[src/rtl/register_bank_pkg.sv]
// Shared types for the register bank: op encoding and swap sequencer states.
package register_bank_pkg;

  localparam int unsigned OP_W = 3;

  typedef enum logic [OP_W-1:0] {
    NOP  = 3'd0,
    LOAD = 3'd1,
    MOV  = 3'd2,
    INC  = 3'd3,
    DEC  = 3'd4,
    SWAP = 3'd5,
    PUSH = 3'd6,
    POP  = 3'd7
  } bank_op_e;

  typedef enum logic {
    IDLE  = 1'b0,
    SWAP2 = 1'b1
  } swap_state_e;

endpackage

[src/rtl/register_bank_reg_stack.sv]
// Small LIFO used to spill and restore bank registers; err is sticky until reset.
module reg_stack #(
  parameter int unsigned DATA_BUS_WIDTH = 8,
  parameter int unsigned STACK_DEPTH    = 4,
  localparam int unsigned SP_W          = $clog2(STACK_DEPTH + 1)
) (
  input  logic                      clock,
  input  logic                      reset,
  input  logic                      push,
  input  logic                      pop,
  input  logic [DATA_BUS_WIDTH-1:0] push_data,
  output logic [DATA_BUS_WIDTH-1:0] top_data,
  output logic                      full,
  output logic                      empty,
  output logic                      err
);

  logic [DATA_BUS_WIDTH-1:0] mem [STACK_DEPTH];
  logic [SP_W-1:0]           sp;
  logic [SP_W-1:0]           top_idx;

  assign full    = (sp == SP_W'(STACK_DEPTH));
  assign empty   = (sp == '0);
  assign top_idx = sp - SP_W'(1);

  // Top-of-stack read; reads 0 when empty
  always_comb begin
    top_data = '0;
    for (int i = 0; i < int'(STACK_DEPTH); i++) begin
      if (!empty && top_idx == SP_W'(i)) top_data = mem[i];
    end
  end

  always_ff @(posedge clock or negedge reset) begin
    if (!reset) begin
      sp  <= '0;
      err <= 1'b0;
      for (int i = 0; i < int'(STACK_DEPTH); i++) mem[i] <= '0;
    end else if (push) begin
      if (full) begin
        err <= 1'b1;
      end else begin
        for (int i = 0; i < int'(STACK_DEPTH); i++) begin
          if (sp == SP_W'(i)) mem[i] <= push_data;
        end
        sp <= sp + SP_W'(1);
      end
    end else if (pop) begin
      if (empty) err <= 1'b1;
      else       sp  <= top_idx;
    end
  end

endmodule

[src/rtl/register_bank.sv]
// Parametrised register bank with two combinational read ports, in-place
// arithmetic, move, two-cycle swap and a spill/restore stack.
module register_bank
  import register_bank_pkg::*;
#(
  parameter int unsigned DATA_BUS_WIDTH = 8,
  parameter int unsigned NUM_REGS       = 4,
  parameter int unsigned STACK_DEPTH    = 4,
  localparam int unsigned SEL_W         = $clog2(NUM_REGS)
) (
  input  logic                      clock,
  input  logic                      reset,
  input  logic [OP_W-1:0]           op,
  input  logic [SEL_W-1:0]          wr_sel,
  input  logic [SEL_W-1:0]          src_sel,
  input  logic [SEL_W-1:0]          reg_1_out_sel,
  input  logic [SEL_W-1:0]          reg_2_out_sel,
  input  logic [DATA_BUS_WIDTH-1:0] reg_data_in,
  output logic [DATA_BUS_WIDTH-1:0] reg_1_out,
  output logic [DATA_BUS_WIDTH-1:0] reg_2_out,
  output logic                      busy,
  output logic                      stack_full,
  output logic                      stack_empty,
  output logic                      stack_err
);

  logic [DATA_BUS_WIDTH-1:0] regs [NUM_REGS];
  logic [DATA_BUS_WIDTH-1:0] tmp;
  logic [SEL_W-1:0]          lat_src;
  swap_state_e               state, state_d;

  logic [DATA_BUS_WIDTH-1:0] wr_val, src_val, top_data, wr_data;
  logic [SEL_W-1:0]          wr_idx;
  logic                      wr_en, tmp_en, push, pop;

  assign busy = (state == SWAP2);

  // Select decode; selects beyond NUM_REGS read as 0
  always_comb begin
    reg_1_out = '0;
    reg_2_out = '0;
    wr_val    = '0;
    src_val   = '0;
    for (int i = 0; i < int'(NUM_REGS); i++) begin
      if (reg_1_out_sel == SEL_W'(i)) reg_1_out = regs[i];
      if (reg_2_out_sel == SEL_W'(i)) reg_2_out = regs[i];
      if (wr_sel        == SEL_W'(i)) wr_val    = regs[i];
      if (src_sel       == SEL_W'(i)) src_val   = regs[i];
    end
  end

  // Op decode and swap sequencer next state
  always_comb begin
    state_d = state;
    wr_en   = 1'b0;
    wr_idx  = wr_sel;
    wr_data = '0;
    tmp_en  = 1'b0;
    push    = 1'b0;
    pop     = 1'b0;
    case (state)
      IDLE: begin
        case (bank_op_e'(op))
          LOAD: begin wr_en = 1'b1; wr_data = reg_data_in; end
          MOV:  begin wr_en = 1'b1; wr_data = src_val; end
          INC:  begin wr_en = 1'b1; wr_data = wr_val + DATA_BUS_WIDTH'(1); end
          DEC:  begin wr_en = 1'b1; wr_data = wr_val - DATA_BUS_WIDTH'(1); end
          SWAP: begin
            wr_en   = 1'b1;
            wr_data = src_val;
            tmp_en  = 1'b1;
            state_d = SWAP2;
          end
          PUSH: push = 1'b1;
          POP: begin
            pop     = 1'b1;
            wr_en   = !stack_empty;
            wr_data = top_data;
          end
          default: ;
        endcase
      end
      SWAP2: begin
        wr_en   = 1'b1;
        wr_idx  = lat_src;
        wr_data = tmp;
        state_d = IDLE;
      end
      default: state_d = IDLE;
    endcase
  end

  always_ff @(posedge clock or negedge reset) begin
    if (!reset) state <= IDLE;
    else        state <= state_d;
  end

  // Register array plus swap temporaries; out-of-range writes fall through
  always_ff @(posedge clock or negedge reset) begin
    if (!reset) begin
      tmp     <= '0;
      lat_src <= '0;
      for (int i = 0; i < int'(NUM_REGS); i++) regs[i] <= '0;
    end else begin
      if (tmp_en) begin
        tmp     <= wr_val;
        lat_src <= src_sel;
      end
      for (int i = 0; i < int'(NUM_REGS); i++) begin
        if (wr_en && wr_idx == SEL_W'(i)) regs[i] <= wr_data;
      end
    end
  end

  reg_stack #(
    .DATA_BUS_WIDTH (DATA_BUS_WIDTH),
    .STACK_DEPTH    (STACK_DEPTH)
  ) u_stack (
    .clock     (clock),
    .reset     (reset),
    .push      (push),
    .pop       (pop),
    .push_data (src_val),
    .top_data  (top_data),
    .full      (stack_full),
    .empty     (stack_empty),
    .err       (stack_err)
  );

endmodule

[config.mk]
export PLATFORM = sky130hd
export DESIGN_NAME = register_bank
export DESIGN_NICKNAME = d
export VERILOG_FILES = /design/src/rtl/register_bank_pkg.sv /design/src/rtl/register_bank_reg_stack.sv /design/src/rtl/register_bank.sv
export SDC_FILE = /design/constraint.sdc
export NUM_CORES = 1
export LEC_CHECK = 0
export ABC_AREA = 1
export CELL_PAD_IN_SITES_DETAIL_PLACEMENT = 1
export CELL_PAD_IN_SITES_GLOBAL_PLACEMENT = 1
export CORE_MARGIN = 2
export CORE_UTILIZATION = 47
export CTS_CLUSTER_SIZE = 30
export DETAILED_ROUTE_END_ITERATION = 8
export DONT_BUFFER_PORTS = 1
export PLACE_DENSITY = 0.9
export SYNTH_ARGS = -nofsm -noshare
export SYNTH_HDL_FRONTEND = slang
export SYNTH_HIERARCHICAL = 1
export SYNTH_SLANG_ARGS = --single-unit
export TNS_END_PERCENT = 1
[constraint.sdc]
create_clock -name clock -period 2.4 [get_ports clock]
set_input_delay 0.12 -clock clock [delete_from_list [all_inputs] [get_ports clock]]
set_output_delay 0.12 -clock clock [all_outputs]
set_load 0.05 [all_outputs]
# Word level (Yosys, flattened, before mapping)
# Index checks and enable logic that the tools add are counted.
dict set report totals {
  reg_bits 79
  in_bits 21
  out_inout_bits 20
  elab_cells 117
}
dict set report classes {
  addsub 4
  n_eq_ne 32
  mux 40
  bitwise_logic 2
  n_reduce_logical 26
}
# operator n
set op_table {}
lappend op_table {{two-way mux 8 bit} 20}
lappend op_table {{case mux 8 bit (5 select lines)} 1}
lappend op_table {{equality test 2 bit (second input constant)} 10}
lappend op_table {{equality test 3 x 2 -> 1 bit (second input constant)} 6}
lappend op_table {{AND reduction 3 bit} 6}
lappend op_table {{case mux 8 bit (2 select lines)} 1}
lappend op_table {{equality test 3 bit (second input constant)} 5}
lappend op_table {{two-way mux 3 bit} 4}
lappend op_table {{equality test 2 x 1 -> 1 bit (second input constant)} 5}
lappend op_table {{zero test 2 bit} 5}
lappend op_table {{two-way mux 1 bit} 10}
lappend op_table {{equality test 3 x 1 -> 1 bit (second input constant)} 3}
lappend op_table {{adder 8 x 1 -> 8 bit (second input constant)} 1}
lappend op_table {{logical AND 1 bit} 8}
lappend op_table {{subtractor 8 x 1 -> 8 bit (second input constant)} 1}
lappend op_table {{zero test 3 bit} 2}
lappend op_table {{!= test 2 bit (second input constant)} 3}
lappend op_table {{case mux 1 bit (2 select lines)} 3}
lappend op_table {{OR reduction 5 bit} 1}
lappend op_table {{nonzero test 2 bit} 2}
lappend op_table {{adder 3 x 1 -> 3 bit (second input constant)} 1}
lappend op_table {{subtractor 3 x 1 -> 3 bit (second input constant)} 1}
lappend op_table {{two-way mux 2 bit} 1}
lappend op_table {{inverter 1 bit} 2}
lappend op_table {{other kinds (2)} 2}

# Logic depth before layout (Yosys ltp)
dict set report depth {
  word_depth 9
  ltp_mapped 21
  mapped_depth_nobuf 20
}

# Modules after synthesis
# The synthesis kept the hierarchy.
# module n_inst cells_per_inst area_each_um2 seq_area_each_um2
set modules_own_cells {}
lappend modules_own_cells {register_bank 1 462 3089.2 1076.0}
lappend modules_own_cells {reg_stack 1 252 1955.6 900.9}

# Worst setup path after synthesis
# Ideal clock, no wire load.
dict set report synth_timing {
  path_type {reg-to-reg}
  from {reg u_stack.sp[0]}
  to {reg regs[0] (netlist name)}
  setup_ns 0.128
  t_arrival_ns 2.119
  required_time_ns 2.272
  path_slack_ns 0.153
  path_stages_with_launch 16
  path_buffers 1
  period_less_slack_ns 2.247
  path_cell_list {dfrtp_1 -> inv_1 -> ha_1 -> nand2_4 -> inv_2 -> nor2_4 -> nand2_2 -> buf_6 -> o21ai_2 -> inv_1 -> nand2_1 -> nand2_1 -> a22oi_1 -> o211ai_1 -> mux2i_1 -> o21ai_1}
}
dict set report synth_via {
  elab_chain_len 9
  word_cells_on_any_way 20
  classes_between {add/sub (1); eq/ne (3); mux (8); reduce/logical (8)}
}
# element line
set synth_rtl {}
lappend synth_rtl {{from (decl)} register_bank_reg_stack.sv:19} ;# logic [SP_W-1:0] sp;
lappend synth_rtl {{from (signal assigned)} register_bank_reg_stack.sv:46} ;# sp <= sp + SP_W'(1);
lappend synth_rtl {{from (signal assigned)} register_bank_reg_stack.sv:50} ;# else sp <= top_idx;
lappend synth_rtl {{zero test 3 bit (*)} register_bank_reg_stack.sv:23} ;# assign empty = (sp == '0);
lappend synth_rtl {{via stack_empty} register_bank.sv:23} ;# output logic stack_empty,
lappend synth_rtl {{zero test 1 bit (*)} register_bank_reg_stack.sv:30} ;# if (!empty && top_idx == SP_W'(i)) top_data = mem[i];
lappend synth_rtl {{logical AND 1 bit} register_bank_reg_stack.sv:30}
lappend synth_rtl {{two-way mux 8 bit (3 in a row)} register_bank_reg_stack.sv:30}
lappend synth_rtl {{two-way mux 8 bit (*)} register_bank_reg_stack.sv:30}
lappend synth_rtl {{via top_data[0]} register_bank.sv:32} ;# logic [DATA_BUS_WIDTH-1:0] wr_val, src_val, top_data, wr_data;
lappend synth_rtl {{case mux 8 bit (5 select lines) (*)} register_bank.sv:63} ;# case (bank_op_e'(op))
lappend synth_rtl {{case mux 8 bit (2 select lines) (*)} register_bank.sv:61} ;# case (state)
lappend synth_rtl {{to (signal, indexed assignment)} register_bank.sv:110} ;# if (wr_en && wr_idx == SEL_W'(i)) regs[i] <= wr_data;
lappend synth_rtl {{to (decl)} register_bank.sv:27} ;# logic [DATA_BUS_WIDTH-1:0] regs [NUM_REGS];
# Mark *: on every way through the listed nets, which the timed path passes. The rest lies on a longest branch.
# A chain may end at the register's enable or synchronous reset.

# Worst setup path in the final report
dict set report layout_timing {
  from {reg regs[19] (netlist name)}
  to {reg regs[12] (netlist name)}
}
dict set report layout_via {
  elab_chain_len 6
  word_cells_on_any_way 7
  classes_between {add/sub (2); mux (5)}
}
# element line
set layout_rtl {}
lappend layout_rtl {{two-way mux 8 bit (*) (3 in a row)} register_bank.sv:47} ;# if (wr_sel == SEL_W'(i)) wr_val = regs[i];
lappend layout_rtl {{via wr_val[3]} register_bank.sv:32}
lappend layout_rtl {{subtractor 8 x 1 -> 8 bit or adder 8 x 1 -> 8 bit (tied branches)} {register_bank.sv:67, register_bank.sv:66}}
lappend layout_rtl {{case mux 8 bit (5 select lines) (*)} register_bank.sv:63}
lappend layout_rtl {{case mux 8 bit (2 select lines) (*)} register_bank.sv:61}
# Marks and branches as above.

==> run metrics <==
status=completed; Slew HR=31.5%; total number of vias=5,469; first drt pass iteration count=5; fillers=1,366; Core Util, Final=57.6%; Pint=0.00325 W; Seq cells post-synth=79; fmax=419 MHz; Clk pin slew, worst setup/hold paths=0.08 ns; Slowest cell on crit path=dfrtp_1; CP bufs+invs=2; critical path, cell by cell=inv_1, nor2_1, a221oi_2, o21ai_2, ha_4, a21oi_1, nand2_2, buf_4, o21ai_1, nand3_1, o21ai_2, o21ai_1; post-synth cell types=41; clock sink count=79; mapped cell area=5040 µm²; post-route cell area=5970 µm²; layout cells sized above 1=21.0%; CTS tree=built; ANT nets after route=0; largest net degree at the start of global routing=80; drt first-iter violations=479; gpl congestion=0.993; worst clock skew=0.0138 ns; Wirelength per Cell=21.5 µm; IO Count=41; ys flop type=dfrtp_1; initial antenna violation count=0; CP Class=reg2reg; Worst path top cell family by delay=compound AO/OA/AOI/OAI gates; type of element capturing the critical path=flop; Post-Route WL=19.5 mm; WP data arrival=2.63 ns; Max clock buf depth=2; power share of the clock group=14.1%; Final setup viols=0; area grow syn2layout=18.4%; switching share of power=48.6%; die height=108 µm; grt total ovfl=0; Die ar.=11,600 µm²; total power per unit cell area=1060 nW/µm²; WHS=0.0420 ns; row count=37; Syn Inst Count=714; Placed Cells=881; FFs w/ async S/R, synth=100%; Crit Path Max Fanout=4; Core ar.=10,400 µm²; Worst-Margin Slew=1.02 ns; Leakage Power=2.94 nW; DIE WIDTH=108 µm; fin nets=804; Hold Path Class=in2reg; HPWL after DPL=13.8 mm; DRC errors left=0; I/O Buffers=0; Reg power frac=33.6%; mean area per synthesized cell=7.07 µm²; VDD IR max=506 µV; first-pass GRT wire length=29.0 mm; min Tclk post-route=2.39 ns; Comb pwr share=52.3%; RSZ-0062 raised after global routing=yes; Finished Layout Cells=909; WP data required=2.64 ns; part of the cycle the worst path needs=99.5%; vias in the first global route=5,644; syn nets=749; Hold Fails Final Rpt=0; ANT cells=0; H-tree lvl count=3; largest stage delay on the critical path=0.38 ns; Starting Density=48.6%; number of enable flip-flop cells after synthesis=0; Net Sw Power=0.00306 W; cts bufs inserted=9; placed cell area=5460 µm²; clock latency on the worst-skew pair=0.38 ns; Max Cap Viol=0; CP startpoint kind=flop; Max Transition Viols Final=0; Clock Root Buffer=clkbuf_8; detail-routed via count per cell=6.02; Ys Warns=6; Total Routing Usage GR=32.9%; post-synthesis sequential area ratio=39.2%
[repair_timing]
action / 4_1_cts / 5_1_grt
hold endpoints to repair: 80 / 0
gates resized for setup: 20 / 51
hold buffers: 3 / 0
setup endpoints to repair: 24 / 31
cloned: 0 / 0
pin swaps: 3 / 18
buffers inserted: 1 / 9
[Yosys cell counts (6+ instances only)]
library cell	n	area share, %
o21ai_0	73	7.2
nor2_4	6	1.3
nand2_2	6	0.74
inv_1	81	6.0
o21ai_2	7	1.2
ha_1	13	3.2
o21ai_1	10	0.99
nand2_1	252	19
a21oi_1	33	3.3
dfrtp_1	79	39
nand4_1	6	0.74
nor2_2	7	0.87
inv_2	14	1.0
nand3_1	35	3.5
o22ai_1	11	1.4
nor2_1	28	2.1
a221oi_1	10	1.7
[flip-flops by register name (all words and copies together), names as in the netlist]
| name | cells |
|---|---|
| u_stack/err | 1 |
| lat_src | 2 |
| u_stack/sp | 3 |
| busy | 1 |
| tmp | 8 |
| u_stack/mem | 32 |
| regs | 32 |
[routing by layer]
layer,up-vias,GRT usage (%),share of wire [%]
met1,2653,37.9,37
met2,273,57.5,50
met3,105,4.96,7.1
met5,-,0,0
met4,0,19.2,5.9
li1,2438,-,-
[path summary, 6_finish.rpt]
path	start	end	slack, ns	cells after the start
max in group asynchronous	reset	busy$_DFF_PN0_	1.76	2
hold reg to reg	u_stack/mem[27]$_DFFE_PN0P_	u_stack/mem[27]$_DFFE_PN0P_	0.48	2
setup reg to reg	regs[19]$_DFFE_PN0P_	regs[12]$_DFFE_PN0P_	0.01	12
min in group asynchronous	reset	regs[16]$_DFFE_PN0P_	0.31	2
setup / recovery	regs[19]$_DFFE_PN0P_	regs[12]$_DFFE_PN0P_	0.01	12
hold / removal	src_sel[1]	lat_src[1]$_DFFE_PN0P_	0.04	2
[cells by family after synthesis]
logic type                 count (synthesis)  share of synthesized area, %
DFF                                       79                          39.2
adders and majority gates                 14                          3.62
xor gates and xnor gates                   2                         0.347
AOI/OAI and AO/OA                        163                          18.9
muxes                                      1                         0.198
and+or+nand+nor                          347                          29.0
buffers and inverters                    108                          8.73
[final cells by class]
type	instances	area (µm²)	area share, %
Clock buffer	12	135	2.26
Clock inverter	3	21.3	0.356
Sequential cell	79	1980	33.1
Timing Repair Buffer	56	449	7.52
Tap cell	136	170	2.85
Inverter	96	369	6.18
Multi-Input combinational cell	527	2850	47.7
[power by group through the flow]
stage | logic (W) | clock network [W] | registers, W
after CTS | 0.00291 | 0.000894 | 0.00209
after floorplan | 0.00188 | 0 | 0.00204
after global placement | 0.00261 | 0 | 0.00208
after global routing | 0.00356 | 0.000955 | 0.00216
final | 0.00330 | 0.000888 | 0.00212
after detailed placement | 0.00276 | 0 | 0.00211
[cell usage in the layout (no fill, tap or decap), types with 7 or more instances in the layout]
cell type	n
nor2_2	7
inv_1	73
dfrtp_1	79
nand2_2	15
a21oi_2	9
clkbuf_8	9
o21ai_2	13
o22ai_1	11
a221oi_1	8
ha_1	8
nand3_1	32
buf_4	52
a21oi_1	25
nor2_1	28
o21ai_0	57
inv_2	20
o21ai_1	20
nand2_1	239
[through the flow]
step	power [W]	worst slack, ns	TNS [ns]
2_1_floorplan	0.00393	0.153	0
3_3_place_gp	0.00470	-0.0324	-0.180
3_5_place_dp	0.00487	-0.193	-1.92
4_1_cts	0.00589	-0.0107	-0.0270
5_1_grt	0.00667	-0.110	-1.41
6_report	0.00631	0.0122	0
(Power assumes the default switching activity.)
